==> src/rtl/mips_ctrl_pkg.sv <==
// Shared encodings for the multicycle MIPS control unit: opcodes, ALU controls,
// mux selects and the sequencer state enum.
package mips_ctrl_pkg;

  // Opcodes (IR[15:12])
  localparam logic [3:0] OpRType = 4'b0000;
  localparam logic [3:0] OpLw    = 4'b0001;
  localparam logic [3:0] OpBeq   = 4'b0010;
  localparam logic [3:0] OpOri   = 4'b0011;
  localparam logic [3:0] OpSw    = 4'b0100;
  localparam logic [3:0] OpAndi  = 4'b0101;
  localparam logic [3:0] OpAddi  = 4'b0110;
  localparam logic [3:0] OpSlti  = 4'b0111;
  localparam logic [3:0] OpJ     = 4'b1000;
  localparam logic [3:0] OpHalt  = 4'b1111;

  // ALU operation controls
  localparam logic [3:0] AluFunct = 4'b0000;
  localparam logic [3:0] AluAdd   = 4'b1000;
  localparam logic [3:0] AluSub   = 4'b1001;
  localparam logic [3:0] AluAnd   = 4'b1010;
  localparam logic [3:0] AluOr    = 4'b1011;
  localparam logic [3:0] AluSlt   = 4'b1111;

  // ALU B operand select
  localparam logic [1:0] SrcBRegB  = 2'b00;
  localparam logic [1:0] SrcBOne   = 2'b01;
  localparam logic [1:0] SrcBImm   = 2'b10;
  localparam logic [1:0] SrcBBrOff = 2'b11;

  // PC source select
  localparam logic [1:0] PcSrcAlu    = 2'b00;
  localparam logic [1:0] PcSrcAluOut = 2'b01;
  localparam logic [1:0] PcSrcJump   = 2'b10;

  typedef enum logic [3:0] {
    StFetch,
    StDecode,
    StExecR,
    StWbR,
    StExecI,
    StWbI,
    StMemAddr,
    StMemRd,
    StMemWr,
    StWbMem,
    StBranch,
    StJump,
    StHalt
  } state_e;

endpackage

==> src/rtl/multicycle_control.sv <==
// Multicycle sequencer for the 4-bit-opcode MIPS datapath. Steps each instruction through
// fetch/decode/execute/memory/writeback, waits on memReady with a timeout, counts retired
// instructions and stops on HALT or a memory timeout.
module multicycle_control
  import mips_ctrl_pkg::*;
#(
  parameter int unsigned MEM_TIMEOUT = 255,
  parameter int unsigned TO_W        = 8,
  parameter int unsigned CNT_W       = 16
) (
  input  logic             clk,
  input  logic             rst_n,
  input  logic [3:0]       opCode,
  input  logic             zero,
  input  logic             memReady,
  output logic             pcWrite,
  output logic [1:0]       pcSrc,
  output logic             iorD,
  output logic             irWrite,
  output logic             memRead,
  output logic             memWrite,
  output logic             regDst,
  output logic             memToReg,
  output logic             regWrite,
  output logic             aluSrcA,
  output logic [1:0]       aluSrcB,
  output logic [3:0]       aluOp,
  output logic             halted,
  output logic             memErr,
  output logic             illegalOp,
  output logic [CNT_W-1:0] instrCount
);

  // Last waiting cycle allowed before the access is declared lost
  localparam logic [TO_W-1:0] ToLast = TO_W'(MEM_TIMEOUT - 1);

  state_e           r_state;
  logic [TO_W-1:0]  r_to_cnt;
  logic [CNT_W-1:0] r_instr_cnt;
  logic             r_mem_err;
  logic             r_illegal;

  state_e w_next;
  logic   w_mem_state;
  logic   w_wait;
  logic   w_timeout;
  logic   w_retire;
  logic   w_illegal_dec;
  logic   w_enter_mem;

  assign w_mem_state   = (r_state == StFetch) || (r_state == StMemRd) || (r_state == StMemWr);
  assign w_wait        = w_mem_state && !memReady;
  assign w_timeout     = w_wait && (r_to_cnt == ToLast);
  assign w_retire      = (r_state != StFetch) && (w_next == StFetch);
  assign w_illegal_dec = (r_state == StDecode) && (w_next == StFetch);
  assign w_enter_mem   = (w_next != r_state) &&
                         ((w_next == StFetch) || (w_next == StMemRd) || (w_next == StMemWr));

  // Next-state selection
  always_comb begin
    w_next = r_state;
    case (r_state)
      StFetch:   w_next = memReady ? StDecode : (w_timeout ? StHalt : StFetch);
      StDecode: begin
        case (opCode)
          OpRType:                         w_next = StExecR;
          OpLw, OpSw:                      w_next = StMemAddr;
          OpBeq:                           w_next = StBranch;
          OpOri, OpAndi, OpAddi, OpSlti:   w_next = StExecI;
          OpJ:                             w_next = StJump;
          OpHalt:                          w_next = StHalt;
          default:                         w_next = StFetch; // undefined opcode retires as NOP
        endcase
      end
      StExecR:   w_next = StWbR;
      StExecI:   w_next = StWbI;
      StMemAddr: w_next = (opCode == OpLw) ? StMemRd : StMemWr;
      StMemRd:   w_next = memReady ? StWbMem : (w_timeout ? StHalt : StMemRd);
      StMemWr:   w_next = memReady ? StFetch : (w_timeout ? StHalt : StMemWr);
      StWbR, StWbI, StWbMem, StBranch, StJump: w_next = StFetch;
      StHalt:    w_next = StHalt;
      default:   w_next = StFetch;
    endcase
  end

  // State register, timeout counter, retire counter and sticky flags
  always_ff @(posedge clk) begin
    if (!rst_n) begin
      r_state     <= StFetch;
      r_to_cnt    <= '0;
      r_instr_cnt <= '0;
      r_mem_err   <= 1'b0;
      r_illegal   <= 1'b0;
    end else begin
      r_state <= w_next;
      if (w_enter_mem) begin
        r_to_cnt <= '0;
      end else if (w_wait) begin
        r_to_cnt <= r_to_cnt + TO_W'(1);
      end
      if (w_retire && (r_instr_cnt != {CNT_W{1'b1}})) begin
        r_instr_cnt <= r_instr_cnt + CNT_W'(1);
      end
      if (w_timeout) begin
        r_mem_err <= 1'b1;
      end
      if (w_illegal_dec) begin
        r_illegal <= 1'b1;
      end
    end
  end

  // Datapath control decode; all strobes forced low while reset is asserted
  always_comb begin
    pcWrite  = 1'b0;
    pcSrc    = PcSrcAlu;
    iorD     = 1'b0;
    irWrite  = 1'b0;
    memRead  = 1'b0;
    memWrite = 1'b0;
    regDst   = 1'b0;
    memToReg = 1'b0;
    regWrite = 1'b0;
    aluSrcA  = 1'b0;
    aluSrcB  = SrcBRegB;
    aluOp    = AluFunct;
    if (rst_n) begin
      case (r_state)
        StFetch: begin
          memRead = 1'b1;
          aluSrcB = SrcBOne;
          aluOp   = AluAdd;
          irWrite = memReady;
          pcWrite = memReady;
        end
        StDecode: begin
          aluSrcB = SrcBBrOff;
          aluOp   = AluAdd;
        end
        StExecR: aluSrcA = 1'b1;
        StWbR: begin
          regDst   = 1'b1;
          regWrite = 1'b1;
        end
        StExecI: begin
          aluSrcA = 1'b1;
          aluSrcB = SrcBImm;
          case (opCode)
            OpOri:   aluOp = AluOr;
            OpAndi:  aluOp = AluAnd;
            OpSlti:  aluOp = AluSlt;
            default: aluOp = AluAdd;
          endcase
        end
        StWbI: regWrite = 1'b1;
        StMemAddr: begin
          aluSrcA = 1'b1;
          aluSrcB = SrcBImm;
          aluOp   = AluAdd;
        end
        StMemRd: begin
          memRead = 1'b1;
          iorD    = 1'b1;
        end
        StMemWr: begin
          memWrite = 1'b1;
          iorD     = 1'b1;
        end
        StWbMem: begin
          memToReg = 1'b1;
          regWrite = 1'b1;
        end
        StBranch: begin
          aluSrcA = 1'b1;
          aluOp   = AluSub;
          pcSrc   = PcSrcAluOut;
          pcWrite = zero;
        end
        StJump: begin
          pcSrc   = PcSrcJump;
          pcWrite = 1'b1;
        end
        default: ;
      endcase
    end
  end

  assign halted     = (r_state == StHalt);
  assign memErr     = r_mem_err;
  assign illegalOp  = r_illegal;
  assign instrCount = r_instr_cnt;

endmodule
==> config.mk <==
export PLATFORM = sky130hd
export DESIGN_NAME = multicycle_control
export DESIGN_NICKNAME = d
export VERILOG_FILES = /design/src/rtl/mips_ctrl_pkg.sv /design/src/rtl/multicycle_control.sv
export SDC_FILE = /design/constraint.sdc
export NUM_CORES = 1
export LEC_CHECK = 0
export ABC_AREA = 1
export CAP_MARGIN = 20
export CORE_MARGIN = 2
export CORE_UTILIZATION = 45
export CTS_CLUSTER_DIAMETER = 200
export CTS_CLUSTER_SIZE = 28
export DETAILED_ROUTE_END_ITERATION = 10
export PLACE_DENSITY = 0.72
export SLEW_MARGIN = 25
export SYNTH_ARGS = -nofsm -noshare
export SYNTH_HDL_FRONTEND = slang
export SYNTH_SLANG_ARGS = --single-unit
==> constraint.sdc <==
create_clock -name clk -period 3.7 [get_ports clk]
set_clock_uncertainty 0.15 [all_clocks]
set_input_delay 0.555 -clock clk [delete_from_list [all_inputs] [get_ports clk]]
set_output_delay 0.555 -clock clk [all_outputs]
set_load 0.02 [all_outputs]
Yosys cells after proc, flatten, opt, wreduce, memory -nomap -nowiden
Memory sizes are Yosys's and may differ from the RTL's.
Cells that the tools add are included.
{"block": "totals", "ff_bits": 30, "mem_bits_ro": 64, "in_bits": 8, "output_inout_bits": 36, "n_memories": 1}
{"block": "op_classes", "n_addsub": 2, "n_eq_ne": 21, "n_mux": 33, "bitwise": 1, "n_reduce_logical": 21}
{"memory": "(name not given)", "depth": 16, "width": 4, "rd": 1, "rd_clocked_by_memory_dff": 0, "wr": 0, "line": "multicycle_control.sv:65", "source": "case (opCode)"}
{"op": "$pmux W4 S8", "count": 1}
{"op": "$eq A4 B3 Y1 const B", "count": 7}
{"op": "$mux W4", "count": 7}
{"op": "$eq A4 B4 Y1 const B", "count": 6}
{"op": "$mux W1", "count": 17}
{"op": "$add A16 B1 Y16 const B", "count": 1}
{"op": "$ne A16 B16 Y1 const B", "count": 1}
{"op": "$eq A4 B2 Y1 const B", "count": 3}
{"op": "$pmux W4 S3", "count": 1}
{"op": "$pmux W3 S3", "count": 1}
{"op": "$add A8 B1 Y8 const B", "count": 1}
{"op": "$eq A4 B1 Y1 const B", "count": 2}
{"op": "$eq A8 B8 Y1 const B", "count": 1}
{"op": "$logic_not A4 Y1", "count": 2}
{"op": "$reduce_or A2 Y1", "count": 4}
{"op": "$logic_and A1 B1 Y1", "count": 6}
{"op": "$pmux W2 S3", "count": 1}
{"op": "$reduce_or A3 Y1", "count": 2}
{"op": "$logic_or A1 B1 Y1", "count": 4}
{"op": "$mux W2", "count": 2}
{"op": "$ne A4 B4 Y1", "count": 1}
{"op": "$pmux W2 S2", "count": 1}
{"op": "$reduce_bool A4 Y1", "count": 1}
{"op": "$reduce_or A4 Y1", "count": 1}
{"op": "4 further kinds", "count": 4}

Depth between registers and ports, before layout
Gate-level depths: netlist of run 1.
{"block": "depth", "ltp_word": 13, "depth_mapped": 14, "ltp_nobuf": 14}

Worst setup path before layout of run 1
No wires, ideal clock.
{"block": "synth_timing", "kind": "input to output", "start": "input rst_n", "end": "output pcWrite", "arrival_time_ns": 1.815, "required_time_ns": 2.995, "slack_ns": 1.180, "stages": 5, "path_buffers": 1, "path_cell_list": "clkbuf_1 -> inv_1 -> nor3_1 -> a21oi_1 -> o21ai_0"}
{"block": "synth_via", "elab_chain_len": 1}
{"item": "start: declaration", "line": "multicycle_control.sv:12", "source": "input logic rst_n,"}
{"item": "$mux W1", "line": "multicycle_control.sv:127", "source": "if (rst_n) begin"}
{"item": "end: declaration", "line": "multicycle_control.sv:16", "source": "output logic pcWrite,"}
Every way passes these cells.

Worst setup path in the final report of run 1
Same ends and word-level chain as after synthesis.

==> results of run 1 <==
## state kept, by name, summed over array words and instances, names as in the netlist
name and flops:
illegalOp 1, instrCount 16, r_to_cnt 8, memErr 1, r_state 4
## path summary, 6_finish.rpt
path,end,slack [ns],cells after the start
setup reg to reg,instrCount[11],1.28,13
setup / recovery,pcWrite,0.63,7
hold reg to reg,illegalOp,0.31,2
hold / removal,illegalOp,0.31,2
## power by group
| group | leakage, nW | total [W] | internal [W] | switching [W] |
|---|---|---|---|---|
| clock | 0.0472 | 0.000282 | 0.000149 | 0.000132 |
| sequential | 0.243 | 0.000366 | 0.000343 | 0.0000225 |
| combinational | 1.06 | 0.000382 | 0.000129 | 0.000253 |
## per-stage QoR
stage / cell area [sq um] / worst slack [ns]
final: 2890 / 0.631
after global routing: 2890 / 0.557
after CTS: 2890 / 0.622
after detailed placement: 2800 / 0.626
after global placement: 2800 / 0.644
after floorplan: 2300 / 1.18
## worst max-delay path: cells and delay by family
kind,cells,cell delay (ns)
AO/OA/AOI/OAI,2,0.14
AND/OR/NAND/NOR,1,0.33
buffers and inverters,4,1.33
## layout make-up
type	count	area [sq um]	area share
clock buffers	6	82.6	0.0286
clock inverters	2	12.5	0.00433
inverters	61	229	0.0792
multi-input cells	292	1430	0.493
flip-flops and latches	30	601	0.208
well taps	70	87.6	0.0303
repair buffers	46	453	0.157
## cells by family after synthesis
group / synth area share
DFF: 0.261
AOI/OAI and AO/OA: 0.0539
adders and majority gates: 0.0163
buffers and inverters: 0.119
xor gates and xnor gates: 0.0305
and+or+nand+nor: 0.519
## routing by layer
metal  up-vias  part of all wire
met5         -                 0
met4         0             0.012
met3         8             0.053
met2        61              0.44
met1      1151              0.50
li1       1308                 -
## cells in the mapped netlist (all sizes together)
cell    instances  area share
o21ai          12       0.026
nor4            1      0.0027
nand3          26       0.069
nand2          95        0.18
xor2            4       0.015
o31ai           1      0.0033
nor3            8       0.017
a21oi           8       0.019
inv            61        0.10
xnor2           4       0.015
ha              3       0.016
buf             5       0.014
clkbuf          3      0.0049
dfxtp          30        0.26
nor2          108        0.20
nand4          20       0.057
a31oi           2      0.0054
==> metrics.cfg, run 1 <==
[outcome]
status=complete, no violations

[finish]
final_cells=507
final_common_cell=nor2_1
fillers=510
finalNetCount=447
mostFrequentLayoutCells=nor2_1, nand2_1, inv_1
area_growth_pct=25.7
utilization=0.577
layout-drive-gt1-share=0.0938
n_antenna_cell=0

[critical_path]
crit_required_ns=2.99
worstSetupPathType=in -> out
cp_data_arrival_time_ns=2.36
path_max_fanout=14
cp_slowest_cell=clkdlybuf4s50_1
worstSetupStartpointType=input port
crit_start=rst_n
crit_top_cell=clkdlybuf4s50_1
critPathCaptureType=output port
crit_chain=clkdlybuf4s50_1, inv_1, buf_4, nor3_1, a21oi_1, o21ai_0, clkdlybuf4s50_1
max_stage_delay_ns=0.62
regToRegStartpoint=r_to_cnt[0]

[routing]
drtIter0Drc=144
viasPerCell=4.99
routedWlPerCell_um=11.3
drt_pass1_iterations=4
route.detailed.drc=0
wirelength_um=5720
via_count=2528
ant_nets=0

[clocking]
cts.sinks=30
clk_latency_ns=0.28
cts.htree.levels=2
cts-resized-gates=0
numCtsBuffers=5
cts_tree=yes
clkTransAtPathRegs_ns=0.07
cts_buffer_depth=2
holdBufCountCts=0
cts_setup_buffers=0
root_buffer=clkbuf_8

[grt]
met3_usage=0.0384
grt_pass1_wl_um=9250
grt_remaining_overflow=0
grt_use_met2=0.323
grt-busiest-layer=met2
track_usage=0.208
antenna_found_initial=0
globalRouteMet1Util=0.295
grt_max_degree=22
grt_pass1_vias=2143

[die]
die_y_um=75.5
die_w_um=75.5
rows=26
core_region_area_sq_um=5010
dieArea_sq_um=5700
initial_core_util=0.459
ios=44

[power_and_ir_drop]
power_leakage_nw=1.35
power_w=0.00103
ir_drop_v=0.000272
power-per-cell-area_nw_per_um2=356

[place]
place_congestion=0.941
dp_hpwl_um=4390
numPortBuffers=43
placed_cells=499

[logic_synthesis]
synth_area_sq_um=2300
avgSynthCellArea_sq_um=5.88
ys_ff_latch=30
syn_nets=402
synthCells=391
ys_warn_count=0
synth.distinct_cells=30
yosysSeqAreaShare=0.261

[sta]
fmax_ghz=0.326
hold_viol=0
grt_setup_unrepaired=false
tightest_slew_ns=0.617
post-route-period-util=0.830
finalSetupViolations=0
slew_violations=0
tns_ns=0
period_minus_slack_ns=3.07
slew_headroom=0.588
whs_ns=0.313

[flow_run]
max_cap_violations=0

[min_path]
hold_start=illegalOp
hold_path_class=reg -> reg

Note: power is estimated with default switching activity, not from simulation.
==> run 2: changes to the inputs <==
--- a/config.mk
+++ b/config.mk
@@ -12,7 +12,7 @@
 export CTS_CLUSTER_DIAMETER = 200
 export CTS_CLUSTER_SIZE = 28
 export DETAILED_ROUTE_END_ITERATION = 10
-export PLACE_DENSITY = 0.72
+export PLACE_DENSITY = 0.74
 export SLEW_MARGIN = 25
 export SYNTH_ARGS = -nofsm -noshare
 export SYNTH_HDL_FRONTEND = slang
==> constraint.sdc (replaced) <==
create_clock -name clk -period 2.8 [get_ports clk]
set_clock_uncertainty 0.15 [all_clocks]
set_input_delay 0.42 -clock clk [delete_from_list [all_inputs] [get_ports clk]]
set_output_delay 0.42 -clock clk [all_outputs]
set_load 0.02 [all_outputs]
==> metrics.cfg, run 2 (synthesized netlist as in run 1, its figures left out) <==
[outcome]
status=complete, no violations

[grt]
grt_pass1_vias=2114
antenna_found_initial=0
grt_pass1_wl_um=9420
grt_remaining_overflow=0
track_usage=0.213
grt_max_degree=21

[sta]
fmax_ghz=0.370
slew_violations=0
whs_ns=0.311
timing.final.ws_setup_ns=0.100
slew_headroom=0.722
grt_setup_unrepaired=false
tns_ns=0
tightest_slew_ns=0.416
hold_viol=0
period_minus_slack_ns=2.70
post-route-period-util=0.964
finalSetupViolations=0

[die]
ios=44
rows=26
die_w_um=75.5
dieArea_sq_um=5700
core_region_area_sq_um=5010
initial_core_util=0.459
die_y_um=75.5

[finish]
largest_reg_flops=16
fillers=534
utilization=0.586
area_growth_pct=27.7
final_common_cell=nor2_1
n_antenna_cell=0
layout-drive-gt1-share=0.102
mostFrequentLayoutCells=nor2_1, nand2_1, inv_1
finalNetCount=451
final_cell_area_sq_um=2940

[power_and_ir_drop]
power_leakage_nw=1.41
internal_power_w=0.000855
power-per-cell-area_nw_per_um2=477
p_sw_w=0.000546
pwr-share-comb=0.387
pwr-share-clk=0.267
swShare=0.390
ir_drop_v=0.000330
seq_power_share=0.346

[min_path]
hold_start=illegalOp
hold_path_end=illegalOp
hold_path_class=reg -> reg
min_path_cells=2

[clocking]
cts_buffer_depth=2
holdBufCountCts=0
root_buffer=clkbuf_8
numCtsBuffers=5
cts.htree.levels=2
cts.sinks=30
cts_tree=yes
clkTransAtPathRegs_ns=0.08
clk_latency_ns=0.29

[critical_path]
crit_required_ns=2.23
path_max_fanout=20
cp_data_arrival_time_ns=2.13
critPathBufInv=2
worstSetupStartpointType=flip-flop
max_stage_delay_ns=0.63
crit_start=r_state[2]
regToRegSetupSlack_ns=0.46
r2r_cells=12
cp_slowest_cell=clkdlybuf4s50_1
crit_chain=nor2_2, nand2_4, buf_4, a21oi_1, clkdlybuf4s50_1
critPathCaptureType=output port
r2r_end=instrCount[15]
worstSetupPathType=reg -> out
regToRegStartpoint=instrCount[0]
cpLargestDelayFamily=buffers and inverters

[flow_run]
max_cap_violations=0

[routing]
routedWlPerCell_um=11.4
ant_nets=0
drt_pass1_iterations=5
viasPerCell=4.97
via_count=2541
wirelength_um=5810
route.detailed.drc=0
drtIter0Drc=157

[place]
place_congestion=0.904
numPortBuffers=43
dp_hpwl_um=4450
dpl_cell_area_sq_um=2840
place_ws_ns=0.204

## run 2: cell count changes in the layout (fill, tap and decap cells not counted)
cell / previous run / this run
buf_4: 3 / 6
dfxtp_2: 0 / 1
dlymetal6s2s_1: 0 / 2
buf_12: 0 / 1
clkinvlp_4: 1 / 0
dfxtp_1: 30 / 29
clkdlybuf4s50_1: 43 / 41
clkbuf_1: 0 / 1
## run 2: area by class of cell
cell class,count,area (sq um),share of cell area
multi-input combinational,292,1430,0.486
sequential,30,602,0.205
timing repair buffer,50,500,0.171
inverter,61,229,0.0780
tap,70,87.6,0.0298
clock buffer,7,86.3,0.0294
clock inverter,1,5.00,0.00171
## run 2: how the worst max path moves through the flow
stage	to	slack, ns	cells past startpoint
5_1_grt	memRead	0.01	5
3_3_place_gp	aluOp[1]	0.22	6
4_1_cts	pcWrite	0.03	9
2_1_floorplan	pcWrite	0.55	5
6_report	memRead	0.10	5
3_5_place_dp	pcWrite	0.20	6
## run 2: per-layer routing
layer	track usage	vias up	routed length, um
li1	-	1317	-
met1	0.304	1132	2910
met5	0	-	0
met3	0.0410	11	330
met2	0.323	81	2470
met4	0.0721	0	104
## run 2: timing repair
item | CTS | global route
setup buffers | 0 | 0
setup endpoints to repair | 2 | 2
cloned | 0 | 0
gates resized for setup | 1 | 2
## run 2: power groups by stage
stage	Combinational (W)	Clock [W]	Sequential (W)
global placement	0.000532	0	0.000493
floorplan	0.000350	0	0.000504
CTS	0.000541	0.000384	0.000484
global route	0.000597	0.000400	0.000488
finish	0.000543	0.000374	0.000484
detailed placement	0.000539	0	0.000493
## run 2: stage by stage
step / total power [W] / cells
after global routing: 0.00148 / 511
final: 0.00140 / 511
after floorplan: 0.000854 / 391
after global placement: 0.00102 / 503
after CTS: 0.00141 / 511
after detailed placement: 0.00103 / 503
## run 2: tightest hold or removal path: stages (launching register included)
cell,delay (ns)
dfxtp_1,0.31
inv_1,0.06
a21oi_2,0.05
==> run 3: changes to the inputs <==
--- a/config.mk
+++ b/config.mk
@@ -5,15 +5,13 @@
 export SDC_FILE = /design/constraint.sdc
 export NUM_CORES = 1
 export LEC_CHECK = 0
-export ABC_AREA = 1
 export CAP_MARGIN = 20
 export CORE_MARGIN = 2
 export CORE_UTILIZATION = 45
 export CTS_CLUSTER_DIAMETER = 200
 export CTS_CLUSTER_SIZE = 28
 export DETAILED_ROUTE_END_ITERATION = 10
-export PLACE_DENSITY = 0.74
-export SLEW_MARGIN = 25
+export PLACE_DENSITY = 0.76
 export SYNTH_ARGS = -nofsm -noshare
 export SYNTH_HDL_FRONTEND = slang
 export SYNTH_SLANG_ARGS = --single-unit
==> metrics.cfg, run 3 <==
[grt]
grt_remaining_overflow=0
grt_pass1_vias=2029
antenna_found_initial=0
grt_max_degree=19
grt_pass1_wl_um=8900
track_usage=0.218

[die]
initial_core_util=0.463
ios=44
core_region_area_sq_um=4320
die_w_um=70.7
dieArea_sq_um=5000
die_y_um=70.7
rows=24

[logic_synthesis]
synth.distinct_cells=57
ys_ff_latch=30
ys_warn_count=0
synth_area_leaders=dfxtp_1, nor2_1, xor2_1
netlist_top_cells_count=nor2_1, dfxtp_1, nand2_1
yosysSeqAreaShare=0.300
synth_top_area_cell=dfxtp_1
synth_top_area_frac=0.300
syn_nets=269
synth_ff_type=dfxtp_1
synth.most_common_cell=nor2_1
async_flop_share=0
synthCells=258
synth_area_sq_um=2000
synth-edff-count=0
avgSynthCellArea_sq_um=7.76

[power_and_ir_drop]
power-per-cell-area_nw_per_um2=421
ir_drop_v=0.000329
power_leakage_nw=1.11

[routing]
via_count=2103
wirelength_um=5080
ant_nets=0
route.detailed.drc=0
drt_pass1_iterations=4
routedWlPerCell_um=13.8
viasPerCell=5.70
drtIter0Drc=109

[finish]
regArea_sq_um=606
utilization=0.630
final_common_cell=nor2_1
layout-drive-gt1-share=0.164
finalNetCount=327
area_growth_pct=36.0
largest_reg_flops=16
n_antenna_cell=0
fillers=391
mostFrequentLayoutCells=nor2_1, clkdlybuf4s50_1, dfxtp_1
final_cell_area_sq_um=2730
multiInputGateArea_sq_um=1320

[sta]
period_minus_slack_ns=2.66
slew_headroom=0.662
whs_ns=0.348
grt_setup_unrepaired=false
post-route-period-util=0.950
finalSetupViolations=0
fmax_ghz=0.376
tightest_slew_ns=0.503
slew_violations=0
hold_viol=0

[min_path]
hold_path_class=reg -> reg

[critical_path]
regToRegSetupSlack_ns=0.16
path_max_fanout=13
cp_data_arrival_time_ns=2.09
crit_required_ns=2.23
worstSetupStartpointType=flip-flop
critPathCaptureType=output port
worstSetupPathType=reg -> out

[place]
dpl_cell_area_sq_um=2610
numPortBuffers=43
place_congestion=0.869
dp_hpwl_um=3880

[clocking]
numCtsBuffers=5
cts.sinks=30
clk_latency_ns=0.28
cts_buffer_depth=2
cts.htree.levels=2
holdBufCountCts=0
clkTransAtPathRegs_ns=0.07
root_buffer=clkbuf_8
cts_tree=yes

[flow_run]
max_cap_violations=0

[outcome]
status=complete, no violations

==> run 3: cell count changes after synthesis, sizes merged, moves of 5 or more <==
cell,delta
nand2,-77
nor2,-66
xor2,+10
nand3,-12
buf,+5
inv,-56
o21ai,-8
and3,+13
nand4,-10
==> run 3: final cells by class <==
| cell class | instances | share of cell area |
|---|---|---|
| Clock buffer | 7 | 0.0317 |
| Clock inverter | 1 | 0.00184 |
| Inverter | 5 | 0.00689 |
| Multi-Input combinational cell | 207 | 0.486 |
| Sequential cell | 30 | 0.222 |
| Tap cell | 52 | 0.0239 |
| Timing Repair Buffer | 67 | 0.228 |
==> run 3: report_power, final <==
| group | leakage, nW | switching (W) | internal (W) | total (W) |
|---|---|---|---|---|
| logic | 0.821 | 0.000177 | 0.000148 | 0.000325 |
| registers | 0.244 | 0.0000220 | 0.000442 | 0.000464 |
| clock network | 0.0482 | 0.000161 | 0.000198 | 0.000359 |
| total | 1.11 | 0.000360 | 0.000788 | 0.00115 |
==> run 3: repair_timing <==
item,4_1_cts,5_1_grt
endpoints found under the setup margin,4,10
buffers inserted,0,0
gates resized for setup,3,10
==> run 3: metal layers <==
layer  track usage  part of all wire  vias to the layer above  wire length [um]
li1              -                 -                     1055                 -
met1         0.276              0.46                      976              2320
met2         0.369              0.49                       70              2480
met3        0.0527             0.049                        2               251
met4        0.0629            0.0057                        0                29
met5             0                 0                        -                 0
==> run 3: critical path, cell delays in order, from the launching register on <==
cell and delay, ns:
dfxtp_2 0.37, buf_4 0.19, nor2_1 0.17, nand2_1 0.09, inv_1 0.14, and3_1 0.22
clkdlybuf4s50_1 0.61
==> run 3: through the flow <==
stage	power, W	setup slack (ns)	TNS [ns]	instances
after CTS	0.00115	0.0201	0	369
after global routing	0.00121	0.00877	0	369
final	0.00115	0.140	0	369
after detailed placement	0.000789	-0.139	-1.95	361
after floorplan	0.000673	0.270	0	258
after global placement	0.000782	-0.0974	-1.22	361
==> run 3: cell families after synthesis <==
kind of cell / Yosys count / synth area share
and+or+nand+nor: 139 / 0.376
AOI/OAI and AO/OA: 43 / 0.161
DFF: 30 / 0.300
buffers and inverters: 21 / 0.0450
xor gates and xnor gates: 18 / 0.0787
adders and majority gates: 4 / 0.0237
muxes: 3 / 0.0156
==> run 3: worst paths after layout <==
| kind | startpoint | end | cells after the start |
|---|---|---|---|
| worst min-delay path | illegalOp | illegalOp | 1 |
| worst max-delay path | r_state[2] | irWrite | 6 |
| worst min register to register | illegalOp | illegalOp | 1 |
| worst max register to register | r_state[3] | instrCount[2] | 8 |
==> variant (settings of run 2) <==
Change the parameter `TO_W` from 8 to 12.
--- a/src/rtl/multicycle_control.sv
+++ b/src/rtl/multicycle_control.sv
@@ -5,7 +5,7 @@
   import mips_ctrl_pkg::*;
 #(
   parameter int unsigned MEM_TIMEOUT = 255,
-  parameter int unsigned TO_W        = 8,
+  parameter int unsigned TO_W        = 12,
   parameter int unsigned CNT_W       = 16
 ) (
   input  logic             clk,
Formal check against the unedited RTL: same outputs for any inputs over 10 cycles, from zero or initial values and one cycle with rst_n low; that may be too few to reach the edited logic, so the function may still have changed.
==> variant against run 2 <==
Global-route usage decreased by 0.83 points. Fmax grew 1.1%. Final area increased by 10%. Setup slack improved by 0.029 ns. Synthesized area up 14%. Routed wire length grew 11%. First-iteration DRC count down 22%. Register-to-register slack got worse by 0.04 ns. Total power grew 9.6%. Via count rose by 11%. Die area is 13% higher. Sequential cell count up 4. Highest routed layer unchanged.
==> variant: results (changes against run 2) <==
STA
  – Slew at the pin closest to its max-slew limit: 0.378 ns (was 0.416 ns)

Synthesis
  – Share of flip-flops with an asynchronous set or reset: 0% (unchanged)
  – Register area share after synthesis: 26.0% (was 26.1%)
  – Most used standard cells in the synthesized netlist: nand2_1, inv_1, nor2_1 (was nor2_1, nand2_1, inv_1)
  – YS warnings: 0 (unchanged)
  – Synthesized net count: 447 (was 402)
  – Post-synth cell types: 31 (was 30)
  – Post-Synthesis Cells: 436 (was 391)
  – Most area-consuming cells after synthesis: dfxtp_1, nand2_1, inv_1, nor2_1, nand4_1 (was dfxtp_1, nor2_1, nand2_1, inv_1, nand4_1)

Status
  – Result of the run: complete, no violations (unchanged)

Global route
  – Initial antenna violation count: 0 (unchanged)
  – Grt ovf: 0 (unchanged)
  – Global-route wire length before repair: 10.5 mm (was 9.42 mm)
  – Pin count of the biggest net entering global routing: 31 (was 21)
  – Via count of the first global-routing pass: 2417 (was 2114)
  – Total track usage: 20.5% (was 21.3%)

Route
  – Total iterations of the first detailed-routing run: 5 (unchanged)
  – Routed length per instance: 11.5 um (was 11.4 um)
  – Starting DRT DRC Count: 123 (was 157)
  – Number of vias after detailed routing: 2818 (was 2541)

Placed design
  – Detail Placement HPWL: 4.85 mm (was 4.45 mm)
  – # placed instances: 551 (was 503)
  – Port-buffer cells: 43 (unchanged)
  – Final estimated routing congestion in global placement: 0.937 (was 0.904)

Cells and area
  – Number of flip-flops under the largest register name: 16 (unchanged)
  – Ratio of cells with drive above 1 in the final layout: 12.1% (was 10.2%)
  – Antenna diodes: 0 (unchanged)
  – Number of cells in the finished layout apart from fillers: 559 (was 511)
  – Nets: 497 (was 451)

Worst hold path
  – Hold crit path type: flip-flop to flip-flop (unchanged)

Worst setup path
  – Maximum fanout count along the critical path: 7 (was 20)
  – Crit path arrival time: 2.10 ns (was 2.13 ns)

CTS
  – Total clock buffers created by CTS: 5 (unchanged)
  – Worst-path clk slew: 0.07 ns
  – Clock latency reported for the late side of the worst-skew pair: 0.29 ns (about the same)
  – Number of buffers between clock root and the deepest sink: 2 (unchanged)
  – Post-CTS repair timing setup buffer count: 0 (unchanged)
  – H-tree levels: 2 (unchanged)
  – Root buffer selected by CTS: clkbuf_8 (unchanged)

Power and ir drop
  – Peak VDD IR: 0.364 mV (was 0.330 mV)
  – Leakage power summed over all cells: 0.00148 uW (was 0.00141 uW)
-- variant: worst paths after layout --
path	start	end	slack [ns]	depth (start not counted)
worst min register to register	memErr$_SDFFE_PN0P_	memErr$_SDFFE_PN0P_	0.30	2
worst min-delay path	memErr$_SDFFE_PN0P_	memErr$_SDFFE_PN0P_	0.30	2
worst max-delay path	r_state[2]$_SDFF_PN0_	pcWrite	0.13	6
worst max register to register	r_state[2]$_SDFF_PN0_	instrCount[1]$_SDFFE_PN0P_	0.42	12
-- variant: critical path, cell delays in order, from the launching register on --
cell and delay (ns):
dfxtp_1 0.39, nor2_2 0.25, nand2_2 0.13, inv_2 0.08, nand2_1 0.12, a31oi_1 0.20, clkdlybuf4s50_1 0.64
-- variant: metrics by stage --
step | setup WS, ns | utilization [%] | total power (uW) | instance area [um2]
finish | 0.129 | 58.2 | 1540 | 3240
global placement | 0.175 | 56.4 | 1150 | 3140
floorplan | 0.786 | - | 997 | 2620
detailed placement | 0.123 | 56.4 | 1150 | 3140
CTS | 0.0561 | 58.0 | 1540 | 3240
global route | 0.0324 | 58.2 | 1630 | 3240
-- variant: cell type report --
type / instances / area [um2]
repair buffers: 53 / 505
clock buffers: 7 / 86.3
well taps: 72 / 90.1
inverters: 85 / 320
multi-input cells: 307 / 1550
flip-flops and latches: 34 / 682
fillers: 546 / 2330
clock inverters: 1 / 5.00
-- variant: logic make-up after synthesis --
| kind of cell | after synthesis | share of synthesized area [%] |
|---|---|---|
| fa+ha+maj | 3 | 1.44 |
| compound gates | 16 | 3.30 |
| flops | 34 | 26.0 |
| simple gates | 277 | 50.8 |
| xor+xnor | 11 | 3.68 |
| buf+inv | 95 | 14.8 |
-- variant: metal layers --
layer | track usage [%] | wire [um] | up-vias
li1 | - | - | 1448
met1 | 28.4 | 3010 | 1253
met2 | 31.5 | 2840 | 106
met3 | 3.71 | 500 | 11
met4 | 7.63 | 89 | 0
met5 | 0 | 0 | -
-- variant: timing repair --
action,in CTS,in global routing
gates resized for setup,0,3
endpoints found under the setup margin,0,3
endpoints found under the hold margin,0,0
-- variant: power by group --
part / internal, uW / switching (uW)
registers: 510 / 28.2
logic: 214 / 400
clock network: 198 / 185
total: 922 / 613
